## config.mk

```make
export PLATFORM = sky130hd
export DESIGN_NAME = led_trail_pwm_flat
export DESIGN_NICKNAME = d
export VERILOG_FILES = /design/src/rtl/led_trail_pwm_if.sv /design/src/rtl/led_trail_pwm.sv /design/src/flat_wrapper.sv
export SDC_FILE = /design/constraint.sdc
export NUM_CORES = 1
export LEC_CHECK = 0
export CORE_MARGIN = 2
export CORE_UTILIZATION = 60
export DETAILED_ROUTE_END_ITERATION = 10
export PLACE_DENSITY = 0.85
export SLEW_MARGIN = 20
export SYNTH_ARGS = -nofsm -noshare
export SYNTH_HDL_FRONTEND = slang
export SYNTH_SLANG_ARGS = --single-unit
```

## constraint.sdc

```tcl
create_clock -name clkin -period 7.8 [get_ports clkin]
set_clock_uncertainty 0.15 [all_clocks]
set_input_delay 1.56 -clock clkin [delete_from_list [all_inputs] [get_ports clkin]]
set_output_delay 1.56 -clock clkin [all_outputs]
set_load 0.1 [all_outputs]
```

## src/rtl/led_trail_pwm_if.sv

```systemverilog
// LED drive bus for the afterglow PWM stage.
//
// Groups the scanner-facing pattern inputs and the LED-facing outputs so the
// producer (scanner or bench) and the PWM stage share one connection.
//   en       : channel enable, low forces all LEDs dark and clears levels
//   led_in   : on/off pattern from the scanner, one bit per LED
//   LEDout   : registered PWM drive, 1 = lit
//   pwm_wrap : registered one-cycle pulse at the start of each PWM period
// Modports:
//   master : drives en/led_in, observes LEDout/pwm_wrap
//   slave  : the PWM stage itself
interface led_trail_pwm_if #(
    parameter int N_LEDS = 10
);
    logic              en;
    logic [N_LEDS-1:0] led_in;
    logic [N_LEDS-1:0] LEDout;
    logic              pwm_wrap;

    modport master (
        output en,
        output led_in,
        input  LEDout,
        input  pwm_wrap
    );

    modport slave (
        input  en,
        input  led_in,
        output LEDout,
        output pwm_wrap
    );
endinterface

```

## src/rtl/led_trail_pwm.sv

```systemverilog
// Afterglow PWM driver for the scanner LEDs.
//
// Each channel jumps to full brightness while its pattern bit is high and,
// once the bit drops, fades linearly by DECAY_STEP every DECAY_DIV cycles
// until dark. Brightness is rendered by comparing each channel's level with
// a shared free-running PWM counter, so all fades stay phase-aligned.
//
// Ports:
//   clkin : system clock, all state on posedge
//   rst   : asynchronous, active-high reset
//   bus   : led_trail_pwm_if slave (en, led_in in; LEDout, pwm_wrap out)
module led_trail_pwm #(
    parameter int N_LEDS     = 10,
    parameter int PWM_BITS   = 8,
    parameter int DECAY_DIV  = 250000,
    parameter int DECAY_STEP = 16
) (
    input  logic             clkin,
    input  logic             rst,
    led_trail_pwm_if.slave   bus
);
    localparam int                  DCNT_W    = (DECAY_DIV > 2) ? $clog2(DECAY_DIV) : 1;
    localparam logic [PWM_BITS-1:0] LVL_MAX   = '1;
    localparam logic [PWM_BITS-1:0] STEP      = PWM_BITS'(DECAY_STEP);
    localparam logic [DCNT_W-1:0]   DCNT_LAST = DCNT_W'(DECAY_DIV - 1);

    // One fade step, saturating at dark instead of wrapping to bright.
    function automatic logic [PWM_BITS-1:0] decay_sat(input logic [PWM_BITS-1:0] lvl);
        return (lvl > STEP) ? (lvl - STEP) : '0;
    endfunction

    logic [PWM_BITS-1:0] pwm_cnt_q,   pwm_cnt_d;
    logic [DCNT_W-1:0]   decay_cnt_q, decay_cnt_d;
    logic [PWM_BITS-1:0] level_q [N_LEDS];
    logic [PWM_BITS-1:0] level_d [N_LEDS];
    logic [N_LEDS-1:0]   led_out_q,   led_out_d;
    logic                pwm_wrap_q,  pwm_wrap_d;
    logic                decay_tick;

    assign decay_tick = (decay_cnt_q == DCNT_LAST);

    always_comb begin
        // Both counters free-run independent of en.
        pwm_cnt_d   = pwm_cnt_q + 1'b1;
        decay_cnt_d = decay_tick ? '0 : (decay_cnt_q + 1'b1);
        pwm_wrap_d  = (pwm_cnt_q == LVL_MAX);

        level_d   = level_q;
        led_out_d = '0;
        for (int i = 0; i < N_LEDS; i++) begin
            // A lit input beats a coincident fade step, so a held bit
            // never dims.
            if (!bus.en) begin
                level_d[i] = '0;
            end else if (bus.led_in[i]) begin
                level_d[i] = LVL_MAX;
            end else if (decay_tick) begin
                level_d[i] = decay_sat(level_q[i]);
            end

            // Strict compare: level 0 never lights, level MAX misses the
            // single cycle where the counter equals MAX.
            led_out_d[i] = bus.en & (level_q[i] > pwm_cnt_q);
        end
    end

    always_ff @(posedge clkin or posedge rst) begin
        if (rst) begin
            pwm_cnt_q   <= '0;
            decay_cnt_q <= '0;
            led_out_q   <= '0;
            pwm_wrap_q  <= 1'b0;
            for (int i = 0; i < N_LEDS; i++) begin
                level_q[i] <= '0;
            end
        end else begin
            pwm_cnt_q   <= pwm_cnt_d;
            decay_cnt_q <= decay_cnt_d;
            led_out_q   <= led_out_d;
            pwm_wrap_q  <= pwm_wrap_d;
            for (int i = 0; i < N_LEDS; i++) begin
                level_q[i] <= level_d[i];
            end
        end
    end

    assign bus.LEDout   = led_out_q;
    assign bus.pwm_wrap = pwm_wrap_q;
endmodule
```

## src/flat_wrapper.sv

```systemverilog
// flat-port wrapper written by rule: the top's interface ports become plain ports
module led_trail_pwm_flat 
#(
    parameter int N_LEDS     = 10,
    parameter int PWM_BITS   = 8,
    parameter int DECAY_DIV  = 250000,
    parameter int DECAY_STEP = 16
)
  (clkin, rst, bus_en, bus_led_in, bus_LEDout, bus_pwm_wrap);
  led_trail_pwm_if #(.N_LEDS(N_LEDS)) bus_i ();
  input  logic clkin;
  input  logic rst;
  input wire logic [$bits(bus_i.en)-1:0] bus_en;
  input wire logic [$bits(bus_i.led_in)-1:0] bus_led_in;
  output wire logic [$bits(bus_i.LEDout)-1:0] bus_LEDout;
  output wire logic [$bits(bus_i.pwm_wrap)-1:0] bus_pwm_wrap;
  assign bus_i.en = bus_en;
  assign bus_i.led_in = bus_led_in;
  assign bus_LEDout = bus_i.LEDout;
  assign bus_pwm_wrap = bus_i.pwm_wrap;
  led_trail_pwm #(.N_LEDS(N_LEDS), .PWM_BITS(PWM_BITS), .DECAY_DIV(DECAY_DIV), .DECAY_STEP(DECAY_STEP)) u_core (.clkin(clkin), .rst(rst), .bus(bus_i));
endmodule
```

### After elaboration in Yosys (flattened, before gate mapping)

Index checks and enable logic that the tools add are counted.

| word-level totals | value |
|---|---|
| register bits | 117 |
| bits in latches | 0 |
| bits in writable memories | 0 |
| bits in read-only memories | 0 |
| bits of input ports | 13 |
| output and inout port bits | 11 |
| logic and storage cells | 109 |
| memories kept | 0 |

| operators by class | value |
|---|---|
| add/sub/neg operators | 12 |
| multiply operators | 0 |
| div/mod/pow operators | 0 |
| order comparisons | 20 |
| equal/unequal tests | 12 |
| shifts and indexed selects | 0 |
| mux-type cells | 41 |
| bitwise gates (word level) | 10 |
| reductions and logical operators | 0 |

Operators by type and width:

| cell | count |
|---|---|
| 8-bit 2-to-1 mux | 40 |
| 8-bit by 5-bit > comparator with 1-bit output, second input constant | 10 |
| 8-bit > comparator | 10 |
| 8-bit by 5-bit subtractor with 8-bit output, second input constant | 10 |
| 3-bit by 1-bit != test with 1-bit output, second input constant | 10 |
| 18-bit by 1-bit adder with 18-bit output, second input constant | 1 |
| 18-bit equality test, second input constant | 1 |
| 18-bit 2-to-1 mux | 1 |
| 1-bit AND | 10 |
| 8-bit by 1-bit adder with 8-bit output, second input constant | 1 |
| 8-bit equality test, second input constant | 1 |

### Logic depth before layout (Yosys ltp)

| logic depth | value |
|---|---|
| depth in word-level cells | 5 |
| gate-level depth with buffers | 9 |
| depth with buffers taken out | 7 |

### Worst setup path before layout

No wires, ideal clock.

| path | value |
|---|---|
| path type | reg2out |
| start | register u_core.led_out_q[0], in the netlist u_core.bus.LEDout[0] |
| end | output bus_LEDout[0] |
| arrival | 0.883 ns |
| required time | 6.090 ns |
| slack | 5.207 ns |
| cell stages (with the launch flop) | 1 |
| path buffers | 0 |
| cell sequence | dfrtp_1 |

RTL lines:

| item | RTL line | text |
|---|---|---|
| start, declared | led_trail_pwm.sv:36 | `logic [N_LEDS-1:0] led_out_q, led_out_d;` |
| start signal, assigned | led_trail_pwm.sv:79 | `led_out_q <= led_out_d;` |
| end, declared | flat_wrapper.sv:15 | `output wire logic [$bits(bus_i.LEDout)-1:0] bus_LEDout;` |

No word-level cell between the ends.

### Worst setup path in the final report

| path | value |
|---|---|
| start | input bus_en |
| end | register u_core.level_q[69] (netlist bit) |

| on the way | value |
|---|---|
| longest elaborated chain between the ends | 1 |
| elaborated cells between the ends (all ways) | 2 |
| classes of those cells | 1 x eq/ne; 1 x mux |

RTL lines:

| item | RTL line | text |
|---|---|---|
| start, declared | flat_wrapper.sv:13 | `input wire logic [$bits(bus_i.en)-1:0] bus_en;` |
| 3-bit by 1-bit != test with 1-bit output (no line) / 8-bit 2-to-1 mux (equally long branches) | - |  |
| end signal, assigned by index | led_trail_pwm.sv:82 | `level_q[i] <= level_d[i];` |
| end, declared | led_trail_pwm.sv:34 | `logic [PWM_BITS-1:0] level_q [N_LEDS];` |

Parallel ways exist; a longest one is shown, timed or not.
A chain may end at the register's enable or synchronous reset.

==> results.py <==
metrics = {
    "outcome": {
        "result_of_the_run": "finished clean",
    },
    "global_route": {
        "global_route.usage.total_pct": 27.6,
        "grt_overflow_total": 0,
        "first_global_vias": 5124,
        "antenna_violations_before_repair": 0,
        "grt_max_degree": 67,
        "grt_pass1_wl_um": 24400,
    },
    "timing": {
        "layout_worst_path_cycle_share_pct": 46.0,
        "setup_viol_count_final": 0,
        "timing.final.max_slew_violations": 0,
        "minimum_period_implied_by_the_final_worst_setup_slack_ps": 3590,
        "hold_viol_final": 0,
        "slew_headroom_pct": 27.5,
        "setup_slack_ps": 4210,
        "fmaxAchievable_mhz": 278,
        "timing_worst_slew_pin_value_ps": 1090,
        "worst_hold_slack_ps": 362,
        "grt_setup_unrepaired": "no",
        "fin_tns_setup_ps": 0,
    },
    "routing": {
        "wirelength_um": 14400,
        "vias": 5055,
        "detail_route.drc_violations": 0,
        "drt.antenna.violating_nets": 0,
        "detailedRoute.firstIterationViolations": 248,
        "routed_via_density": 6.49,
        "detail_route.first_pass.iterations": 5,
        "routed_wire_length_per_instance_um": 18.5,
    },
    "synthesis": {
        "seq_area_frac_synth_pct": 36.0,
        "top_cells_by_area_in_the_synthesized_netlist": "sky130_fd_sc_hd__dfrtp_1, sky130_fd_sc_hd__ha_1, sky130_fd_sc_hd__inv_1",
        "post-synth-top-area-fraction_pct": 36.0,
        "synth-async-reset-ratio_pct": 100,
        "gate_count_of_the_mapped_netlist": 620,
        "synthesis.nets": 735,
        "post_synth_instance_area_um2": 6050,
        "netlist_top_cells_count": "sky130_fd_sc_hd__ha_1, sky130_fd_sc_hd__dfrtp_1, sky130_fd_sc_hd__inv_1",
        "post_synth_num_cell_types": 43,
        "synth.avg_cell_area_um2": 9.77,
        "ys_ff_latch": 87,
        "yosys_warnings": 0,
        "yosysMostFrequentCell": "sky130_fd_sc_hd__ha_1",
        "dominantRegCellSynth": "sky130_fd_sc_hd__dfrtp_1",
        "synth.largest_area_cell": "sky130_fd_sc_hd__dfrtp_1",
        "synth-edff-count": 0,
    },
    "power_and_ir_drop": {
        "power_report.internal_total_uw": 753,
        "p_total_mw": 1.07,
        "p_leak_nw": 3.17,
        "power.net_switching_uw": 312,
        "share_comb_of_total_power_pct": 17.8,
        "pwr_density_cell_nw_per_um2": 161,
        "vdd_drop_max_v": 0.0000804,
        "switching_share_pct": 29.3,
        "power.share.clock_pct": 35.1,
        "power_frac_seq_pct": 47.1,
    },
    "finish": {
        "final_layout_fill_cell_count": 768,
        "area_of_the_multi_input_gates_um2": 3600,
        "final_core_util_pct": 67.8,
        "design.final.nets": 756,
        "final_layout_size_suffix_gt1_share_pct": 3.25,
        "diodes": 0,
        "ff_latch_area_um2": 2180,
        "area_growth_pct": 9.40,
    },
    "hold_path": {
        "hold_class": "flip-flop to flip-flop",
        "worstHoldPathCells": 1,
        "hp-start": "u_core.pwm_cnt_q[6]$_DFF_PP0_",
    },
    "clock_network": {
        "clock_latency_of_the_later_clocked_register_in_the_worst_skew_pair_ps": 350,
        "ctsHtreeMaxLevel": 3,
        "cts.sinks": 87,
        "cts_tree": "yes",
        "post_cts.repair.setup_buffers": 0,
        "clkTransAtPathRegs_ps": 90,
        "cts_inserted_buffers": 9,
        "cts_root_buf": "sky130_fd_sc_hd__clkbuf_8",
        "clk_path_buf_depth": 2,
        "holdBufCountCts": 0,
        "cts_repair_resize_count": 0,
    },
    "floorplanning": {
        "dieHeight_um": 104,
        "io_pins": 24,
        "die_x_um": 104,
        "design.die.area_um2": 10900,
        "start_util_pct": 61.9,
        "core_area_um2": 9770,
        "rows": 36,
    },
    "critical_path": {
        "setup.worst_path.end_class": "flip-flop",
        "cp-start-kind": "input pin",
        "worst-r2r-cell-count": 6,
        "crit_family": "buffers and inverters",
        "slowest_stage": "sky130_fd_sc_hd__clkinv_1",
        "crit_type": "input pin to flip-flop",
        "timing.critical_path.cells": "clkdlybuf4s50_1, buf_4, clkinv_1, a311oi_1",
        "critical_path_cell_count": 4,
        "path_max_fanout": 34,
        "cp.required_ps": 7880,
        "worst_path_buf_inv": 3,
        "critical_path.reg2reg.startpoint": "u_core.decay_cnt_q[0]$_DFF_PP0_",
        "crit_path_start": "bus_en",
        "cpPeakStageDelay_ps": 790,
        "critical_path_arrival_ps": 3680,
    },
    "run": {
        "cap_viol_max_count": 0,
    },
    "place": {
        "detailedPlacementHpwl_um": 9790,
        "port_buffers": 23,
        "place.gp.congestion": 0.832,
        "post-place-ws_ps": 3860,
    },
}
-- path summary, 6_finish.rpt --
check | slack (ps) | end
setup / recovery | 4210 | u_core.level_q[69]$_DFFE_PP0P_
hold / removal | 360 | u_core.pwm_cnt_q[6]$_DFF_PP0_
setup reg to reg | 4850 | u_core.level_q[54]$_DFFE_PP0P_
hold reg to reg | 360 | u_core.pwm_cnt_q[6]$_DFF_PP0_
max in group asynchronous | 5010 | u_core.pwm_cnt_q[3]$_DFF_PP0_
min in group asynchronous | 1340 | u_core.level_q[77]$_DFFE_PP0P_
-- cells by family after synthesis --
family	count (synthesis)	share of synthesized area (%)
buf+inv	67	4.63
mux	2	0.331
xor+xnor	20	2.89
fa+ha+maj	102	21.1
flops	87	36.0
compound gates	182	20.2
simple gates	160	14.9
-- per-layer routing --
metal  GRT usage [%]  vias to the layer above  wire, um
li1                -                     2365         -
met1            34.4                     2457      6000
met2            46.8                      195      7150
met3            4.32                       38       824
met4            13.3                        0       417
met5               0                        -         0
-- registers in the layout, summed over array words and instances, names as in the netlist --
signal and count:
u_core.bus.pwm_wrap 1, u_core.level_q 50, u_core.pwm_cnt_q 8, u_core.bus.LEDout 10, u_core.decay_cnt_q 18
-- stage by stage --
step | cells | instance area [um^2]
6_report | 779 | 6620
4_1_cts | 779 | 6620
5_1_grt | 779 | 6620
3_3_place_gp | 763 | 6380
2_1_floorplan | 620 | 6050
3_5_place_dp | 763 | 6380
-- power by group through the flow --
stage	clock network, mW	registers (mW)	logic, mW
after detailed placement	0	0.509	0.188
after global placement	0	0.507	0.174
after CTS	0.375	0.500	0.190
after floorplan	0	0.532	0.108
after global routing	0.396	0.505	0.211
final	0.374	0.502	0.190
-- cell type report --
cell class	count	share of cell area (%)
timing repair buffer	25	3.70
clock buffer	12	2.49
tap	133	2.51
inverter	52	2.97
clock inverter	4	1.15
multi-input combinational	466	54.3
sequential	87	32.9
-- worst reg2reg max path, delay by kind of cell (launching register included) --
family | cells | cell delay (ps)
adder cells (fa/ha/maj) | 1 | 240
AO/OA/AOI/OAI | 2 | 550
AND/OR/NAND/NOR | 3 | 1480
flip-flops | 1 | 410
-- placed cells by master (no fill, tap or decap), types with 5 or more instances in the layout --
cell                              instances
sky130_fd_sc_hd__nor4_1                   6
sky130_fd_sc_hd__o31a_1                   7
sky130_fd_sc_hd__o21a_1                  24
sky130_fd_sc_hd__xnor2_1                 12
sky130_fd_sc_hd__xor2_1                   8
sky130_fd_sc_hd__dfrtp_1                 87
sky130_fd_sc_hd__nand3_1                 14
sky130_fd_sc_hd__nand4_1                 26
sky130_fd_sc_hd__nand2_1                 21
sky130_fd_sc_hd__and3_1                   8
sky130_fd_sc_hd__inv_1                   50
sky130_fd_sc_hd__nor2b_1                 14
sky130_fd_sc_hd__and4b_1                  7
sky130_fd_sc_hd__nor2_1                  24
sky130_fd_sc_hd__o21ai_0                 25
sky130_fd_sc_hd__a31oi_1                 27
sky130_fd_sc_hd__or3_1                   11
sky130_fd_sc_hd__clkbuf_8                12
sky130_fd_sc_hd__o311a_1                  6
sky130_fd_sc_hd__clkdlybuf4s50_1         23
sky130_fd_sc_hd__o41ai_1                  5
sky130_fd_sc_hd__o21bai_1                10
sky130_fd_sc_hd__a21oi_1                 35
sky130_fd_sc_hd__nor3_1                  18
sky130_fd_sc_hd__ha_1                   102
sky130_fd_sc_hd__a21boi_1                 5
sky130_fd_sc_hd__a311oi_1                 7
sky130_fd_sc_hd__o211ai_1                 7
sky130_fd_sc_hd__a21o_1                  21
Power figures use the tool's default switching activity.
